[src/rtl/arb2_sel.sv]
// Two-requester round-robin arbiter driving the select of a downstream 2:1 mux.
// Optional forced-release timer is enabled by defining ARB2_SEL_TIMEOUT_EN.
module arb2_sel #(
  parameter int TIMEOUT_CYC = 16
) (
  input  logic clk,
  input  logic rst,
  input  logic req0,
  input  logic req1,
  input  logic done,
  output logic sel,
  output logic gnt0,
  output logic gnt1,
  output logic busy,
  output logic timeout
);

  typedef enum logic [1:0] {IDLE, GNT0, GNT1} state_t;

  state_t state_q, state_d;
  logic   last_q, last_d;
  logic   sel_q, sel_d;
  logic   gnt0_q, gnt0_d;
  logic   gnt1_q, gnt1_d;
  logic   busy_q, busy_d;

`ifdef ARB2_SEL_TIMEOUT_EN
  logic [7:0] cnt_q, cnt_d;
  logic       to_q, to_d;
  logic       expire;

  // cnt_q holds the number of grant cycles already completed, so the
  // TIMEOUT_CYC-th held cycle is the last one.
  assign expire = (cnt_q == 8'(TIMEOUT_CYC - 1));
  assign cnt_d  = (state_q != IDLE && state_d == state_q) ? cnt_q + 8'd1 : 8'd0;
  assign timeout = to_q;
`else
  assign timeout = 1'b0;
`endif

  // State register; outputs are registered from next-state decode.
  always_ff @(posedge clk or posedge rst) begin
    if (rst) begin
      state_q <= IDLE;
      last_q  <= 1'b1;
      sel_q   <= 1'b0;
      gnt0_q  <= 1'b0;
      gnt1_q  <= 1'b0;
      busy_q  <= 1'b0;
`ifdef ARB2_SEL_TIMEOUT_EN
      cnt_q   <= 8'd0;
      to_q    <= 1'b0;
`endif
    end else begin
      state_q <= state_d;
      last_q  <= last_d;
      sel_q   <= sel_d;
      gnt0_q  <= gnt0_d;
      gnt1_q  <= gnt1_d;
      busy_q  <= busy_d;
`ifdef ARB2_SEL_TIMEOUT_EN
      cnt_q   <= cnt_d;
      to_q    <= to_d;
`endif
    end
  end

  // Next-state logic
  always_comb begin
    state_d = state_q;
    last_d  = last_q;
`ifdef ARB2_SEL_TIMEOUT_EN
    to_d    = 1'b0;
`endif
    case (state_q)
      IDLE: begin
        if (req0 && req1)  state_d = last_q ? GNT0 : GNT1;
        else if (req0)     state_d = GNT0;
        else if (req1)     state_d = GNT1;
      end
      GNT0: begin
        if (done || !req0) begin
          state_d = IDLE;
          last_d  = 1'b0;
        end
`ifdef ARB2_SEL_TIMEOUT_EN
        else if (expire) begin
          state_d = IDLE;
          last_d  = 1'b0;
          to_d    = 1'b1;
        end
`endif
      end
      GNT1: begin
        if (done || !req1) begin
          state_d = IDLE;
          last_d  = 1'b1;
        end
`ifdef ARB2_SEL_TIMEOUT_EN
        else if (expire) begin
          state_d = IDLE;
          last_d  = 1'b1;
          to_d    = 1'b1;
        end
`endif
      end
      default: state_d = IDLE;
    endcase
  end

  // Output decode; sel keeps its value through IDLE so the mux stays quiet.
  always_comb begin
    gnt0_d = (state_d == GNT0);
    gnt1_d = (state_d == GNT1);
    busy_d = gnt0_d | gnt1_d;
    sel_d  = sel_q;
    if (gnt0_d)      sel_d = 1'b0;
    else if (gnt1_d) sel_d = 1'b1;
  end

  assign sel  = sel_q;
  assign gnt0 = gnt0_q;
  assign gnt1 = gnt1_q;
  assign busy = busy_q;

endmodule

[config.mk]
export PLATFORM = sky130hd
export DESIGN_NAME = arb2_sel
export DESIGN_NICKNAME = d
export VERILOG_FILES = /design/src/rtl/arb2_sel.sv
export SDC_FILE = /design/constraint.sdc
export NUM_CORES = 1
export LEC_CHECK = 0
export CAP_MARGIN = 30
export CORE_AREA = 2 2 39 41
export CTS_CLUSTER_SIZE = 25
export DETAILED_ROUTE_END_ITERATION = 16
export DIE_AREA = 0 0 41 43
export SYNTH_ARGS = -nofsm -noshare
export SYNTH_HDL_FRONTEND = slang
export SYNTH_SLANG_ARGS = --single-unit
[constraint.sdc]
create_clock -name clk -period 4.1 [get_ports clk]
set_input_delay 0.82 -clock clk [delete_from_list [all_inputs] [get_ports clk]]
set_output_delay 0.82 -clock clk [all_outputs]
set_load 0.03 [all_outputs]
==> Word-level counts from Yosys, hierarchy flattened <==
Cells that the tools add are included.
{ "word_totals": {"ff_bits": 7, "wordCells": 34} }
{ "classes": {"n_eq_ne": 6, "n_mux": 12, "bitwise_logic": 1, "n_reduce_logical": 9} }
{ "op_table": {"columns": ["cell", "n"], "rows": [
  ["$mux 2", 6],
  ["$pmux 2 s3", 1],
  ["$eq 2x1->1 const B", 2],
  ["$eq 2x2->1 const B", 2],
  ["$mux 1", 4],
  ["$ne 2x2->1 const B", 2],
  ["$reduce_bool 2->1", 2],
  ["$reduce_and 3->1", 1],
  ["$logic_not 1->1", 2],
  ["$logic_not 2->1", 1],
  ["$logic_or 1x1->1", 2],
  ["$pmux 1 s2", 1],
  ["$logic_and 1x1->1", 1],
  ["$or 1x1->1", 1]
]} }

==> Logic depth before layout (Yosys ltp) <==
{ "depth": {"ltp_word": 7, "ltp_mapped": 7} }

==> Worst setup path after synthesis <==
No wires, ideal clock.
{ "synth_path": {"path_type": "input -> register", "start": "input req0", "end": "register sel_q, in the netlist sel", "setup_ns": 0.077, "t_arrival_ns": 1.793, "setup_slack_ns": 2.229, "cell_stages": 7, "path_buffers": 0, "path_cell_list": "nor2b_2 a221o_1 inv_1 ha_1 inv_2 nor2_1 a21oi_1"} }
{ "synth_between": {"elab_chain_len": 6, "elab_cells_between_ends": 11, "cone_classes": "2 x eq/ne; 5 x mux; 4 x reduce/logical"} }
{ "synth_lines": {"columns": ["element", "line", "text"], "rows": [
  ["start: declaration", "8", "input logic req0,"],
  ["$logic_not 1->1", "82", "if (done || !req0) begin"],
  ["$logic_or 1x1->1", "82", null],
  ["$mux 2", "82", null],
  ["$pmux 2 s3 (*)", "75", "case (state_q)"],
  ["named net state_d[1]", "20", "state_t state_q, state_d;"],
  ["$eq 2x1->1 or $eq 2x2->1 (tied branches)", "113, 114", null],
  ["$mux 1 or $reduce_bool 2->1 (tied branches)", null, null],
  ["end signal: assignment", "57", "sel_q <= sel_d;"],
  ["end: declaration", "22", "logic sel_q, sel_d;"]
]} }
Mark *: on every way through the listed nets, which the timed path passes. The rest lies on a longest branch.
A chain may end at the register's enable or synchronous reset.

==> Worst setup path in the final report <==
Same ends and word-level chain as after synthesis.

==> results.txt <==
The layout net count came out at 48. The number of vias after detailed routing is between 200 and 250. The first global-routing pass estimated just over 700 um of wire. The post-layout instance area is between 400 and 500 um2. The total core area is 1380 um2. In this run the critical register-to-register path is captured at sel. The worst hold path terminates at last_q. In this run the power spent charging and discharging nets is about 0.095 mW. After synthesis, the cell types taking the most area are sky130_fd_sc_hd__dfrtp_1 (48%), sky130_fd_sc_hd__ha_1 (12%), sky130_fd_sc_hd__dfstp_2 (8.4%). The number of buffers created by CTS is 3. The sequential group share of total power came out at between 40% and 50%.

The startpoint identified for the worst hold timing path is state_q[0]. The number of routed nets with antenna violations came out at 0. The maximum ir drop on the vdd rail is about 0.22 mV. In this run the critical register-to-register path is launched from state_q[0]. The count of input and output buffers is 8. The required time of the critical path came out at ~4300 ps. The average cell area after synthesis is 11.2 um2. The maximum number of pins on one net before global-route repair is 8.

For the final database, setup skew stands at around 2.1 ps. The antenna diode count came out at 0. The I/O pin count came out at 10. The starting DRC count in detailed routing is 1. The number of antenna violations at the first check in global routing came to 0. The post-cts gate resize count came out at 0. The cell sitting at the root of the clock tree is a sky130_fd_sc_hd__clkbuf_4. The count of pins over their slew limit is 0. The synthesis-to-finish area growth is 38.0%. The classification of the worst setup path is primary input to flop. The worst reg-to-reg path cell count is 7.

The area of the die is ~1800 um2. The proportion of netlist area held by the largest area contributor came out at around 48%. The register area share after synthesis is between 50% and 60%.

The detailed placer's ending HPWL is between 300 and 400 um. Of the total power, the share spent switching nets is between 30 and 40%. Per report_power, the clock group accounts for 23.2% of the total.

In this run the deepest clock path goes through 2 buffers. The flow ran to the end, and the final reports show no timing, DRC or antenna violations. TritonCTS built the clock tree.

Setup violations remaining at the end of the flow were counted as 0. Setup repair after global routing left no endpoint under its margin. The gate count of the mapped netlist came out at 28. CTS saw 7 sinks.

The portion of the clock cycle consumed by the worst path in the final layout came out at between 50% and 60%. The reg-to-reg setup timing slack is approximately 2600 ps. The biggest area consumer among synthesized cells is sky130_fd_sc_hd__dfrtp_1. The synthesized design contains 7 register bits. The post-route minimum period came out at ~2100 ps. Max-cap violations in this run came to 0. Before CTS, the worst setup slack after placement is between 1500 and 2000 ps. The post-synthesis instance area is between 300 and 400 um2.

The starting density of the core is 22.6%. The via count of the first global-routing pass came to 181. Once routing completed, OpenROAD measured the worst setup slack at between 1500 and 2000 ps. In this run the static leakage power is around 0.2 nW.

The total congestion overflow came out at 0. The XOR/XNOR share of the synthesized area came out at 0%. The synthesized netlist net count came out at 36. The global-route usage over all layers is 6.99%. The number of H-tree levels is 1. The worst hold path belongs to the class flop to flop. The number of vias per cell after detailed routing is just under 4. The completed layout was analyzed and its total power is around 0.27 mW. The die extent in x is 41 um. The simple-gate area share of the yosys netlist came out at about 11%. The routability congestion estimate from global placement came out at between 0.6 and 0.7.

The timing-limited maximum frequency came out at 475 MHz. In this run, post-CTS hold repair placed 0 buffers. The multiplexer share of the synthesized area is 0%. The first-pass iteration count of the detailed router came out at 2. The combinational family with the most area after synthesis is compound AO/OA/AOI/OAI gates. Summing the areas of all compound-gate instances in the mapped netlist gives between 10% and 20% of the synthesized area.

The number of post-CTS setup repair buffers came out at 0. Along the worst hold path, the cell count comes to 1. STA classifies the critical path endpoint as a flop.

The most common library cell in the layout ignoring fill and taps is sky130_fd_sc_hd__clkdlybuf4s50_1. The setup TNS after final layout came out at 0 ps. The clock transition time at the flip-flop clock pins of the worst setup and hold paths is 50 ps. The remaining routing DRC violations came out at 0. The data arrival at the endpoint of the critical path came out at 2280 ps. Of the total power, combinational logic draws a little over a third. The distinct cell type count after synthesis came out at 16. The die is between 40 and 50 um tall. The per-cell routed wire length is approximately 9 um. The peak fanout along the critical path is 3. The startpoint type of the worst setup path is a primary input. The number of endpoints with negative hold slack in the final report was 0. The aggregate routed wire length came out at slightly below 500 um. The power density over the cells came out at between 600 and 700 nW/um2. Of the total synthesized cell area, the portion taken by full adders, half adders and majority gates is a little under an eighth. The library cells used most frequently in the layout, excluding fill and tap cells, are sky130_fd_sc_hd__clkdlybuf4s50_1 (8), sky130_fd_sc_hd__dfrtp_1 (6). The floorplan row count is 14. Of the cells placed in the final design, the portion with a size suffix greater than 1 is between 10% and 20%.

The clock latency of the later-clocked register in the worst-skew pair is ~250 ps. The total cell area at the placement stage came out at around 400 um2. The internal power component came out at around 0.17 mW. The Yosys step of the flow raised 0 warnings.
[sequential cells by signal (all words and copies together) (netlist names)]
register,count
sel,1
gnt0,1
state_q,2
busy,1
gnt1,1
last_q,1
[per-layer routing]
metal  GRT usage (%)  part of all wire [%]  vias to the layer above
li1                -                     -                      108
met1            6.95                    42                       97
met2            9.38                    48                        7
met3            7.85                   9.8                        0
met4            2.00                     0                        0
met5               0                     0                        -
[stage by stage]
stage,cells,utilization [%],hold slack [ps]
6_report,55,31.2,422
5_1_grt,55,31.2,450
4_1_cts,55,31.2,430
3_5_place_dp,51,29.3,425
3_3_place_gp,51,29.3,424
2_1_floorplan,28,-,397
[how the worst max path moves through the flow]
stage               from  endpoint  slack (ps)  cells past startpoint
finish              req0       sel        1990                      8
global placement    req0       sel        1760                      8
CTS                 req0       sel        1980                      8
floorplan           req0       sel        2230                      7
detailed placement  req0       sel        1720                      8
global route        req0       sel        1940                      8
[kinds of logic after synthesis]
group,Yosys count
flops,7
simple gates,6
fa+ha+maj,3
buf+inv,5
other cells,1
compound gates,6
[final cells by class]
type | count | area [um2]
fill | 151 | 952
multi-input combinational | 16 | 114
inverter | 4 | 15.0
timing repair buffer | 8 | 80.1
sequential | 7 | 176
tap | 16 | 20.0
clock buffer | 4 | 26.3
[power by group through the flow]
| stage | sequential, mW | clock [mW] | combinational, mW |
|---|---|---|---|
| global placement | 0.111 | 0 | 0.0974 |
| global route | 0.113 | 0.0710 | 0.104 |
| detailed placement | 0.111 | 0 | 0.0987 |
| floorplan | 0.136 | 0 | 0.0338 |
| finish | 0.110 | 0.0627 | 0.0972 |
| CTS | 0.110 | 0.0649 | 0.0988 |
[worst max-delay path, stage by stage]
cell                              delay [ps]
sky130_fd_sc_hd__clkdlybuf4s50_1         410
sky130_fd_sc_hd__nor2b_2                 160
sky130_fd_sc_hd__a221o_1                 360
sky130_fd_sc_hd__inv_1                    90
sky130_fd_sc_hd__ha_1                    230
sky130_fd_sc_hd__inv_2                    70
sky130_fd_sc_hd__nor2_1                   40
sky130_fd_sc_hd__a21oi_1                 110
[synthesized netlist by cell type]
master and number:
sky130_fd_sc_hd__nor2_1 1, sky130_fd_sc_hd__o211ai_1 1, sky130_fd_sc_hd__dfrtp_1 6, sky130_fd_sc_hd__nand2_1 1, sky130_fd_sc_hd__nand2b_1 2, sky130_fd_sc_hd__nor2b_2 1, sky130_fd_sc_hd__dfstp_2 1, sky130_fd_sc_hd__inv_1 3
sky130_fd_sc_hd__conb_1 1, sky130_fd_sc_hd__a21oi_1 3, sky130_fd_sc_hd__nor2b_1 1, sky130_fd_sc_hd__ha_1 3, sky130_fd_sc_hd__inv_2 1, sky130_fd_sc_hd__o21ai_0 1, sky130_fd_sc_hd__a221o_1 1, sky130_fd_sc_hd__buf_4 1
No activity file was read; power rests on OpenSTA's default activity.
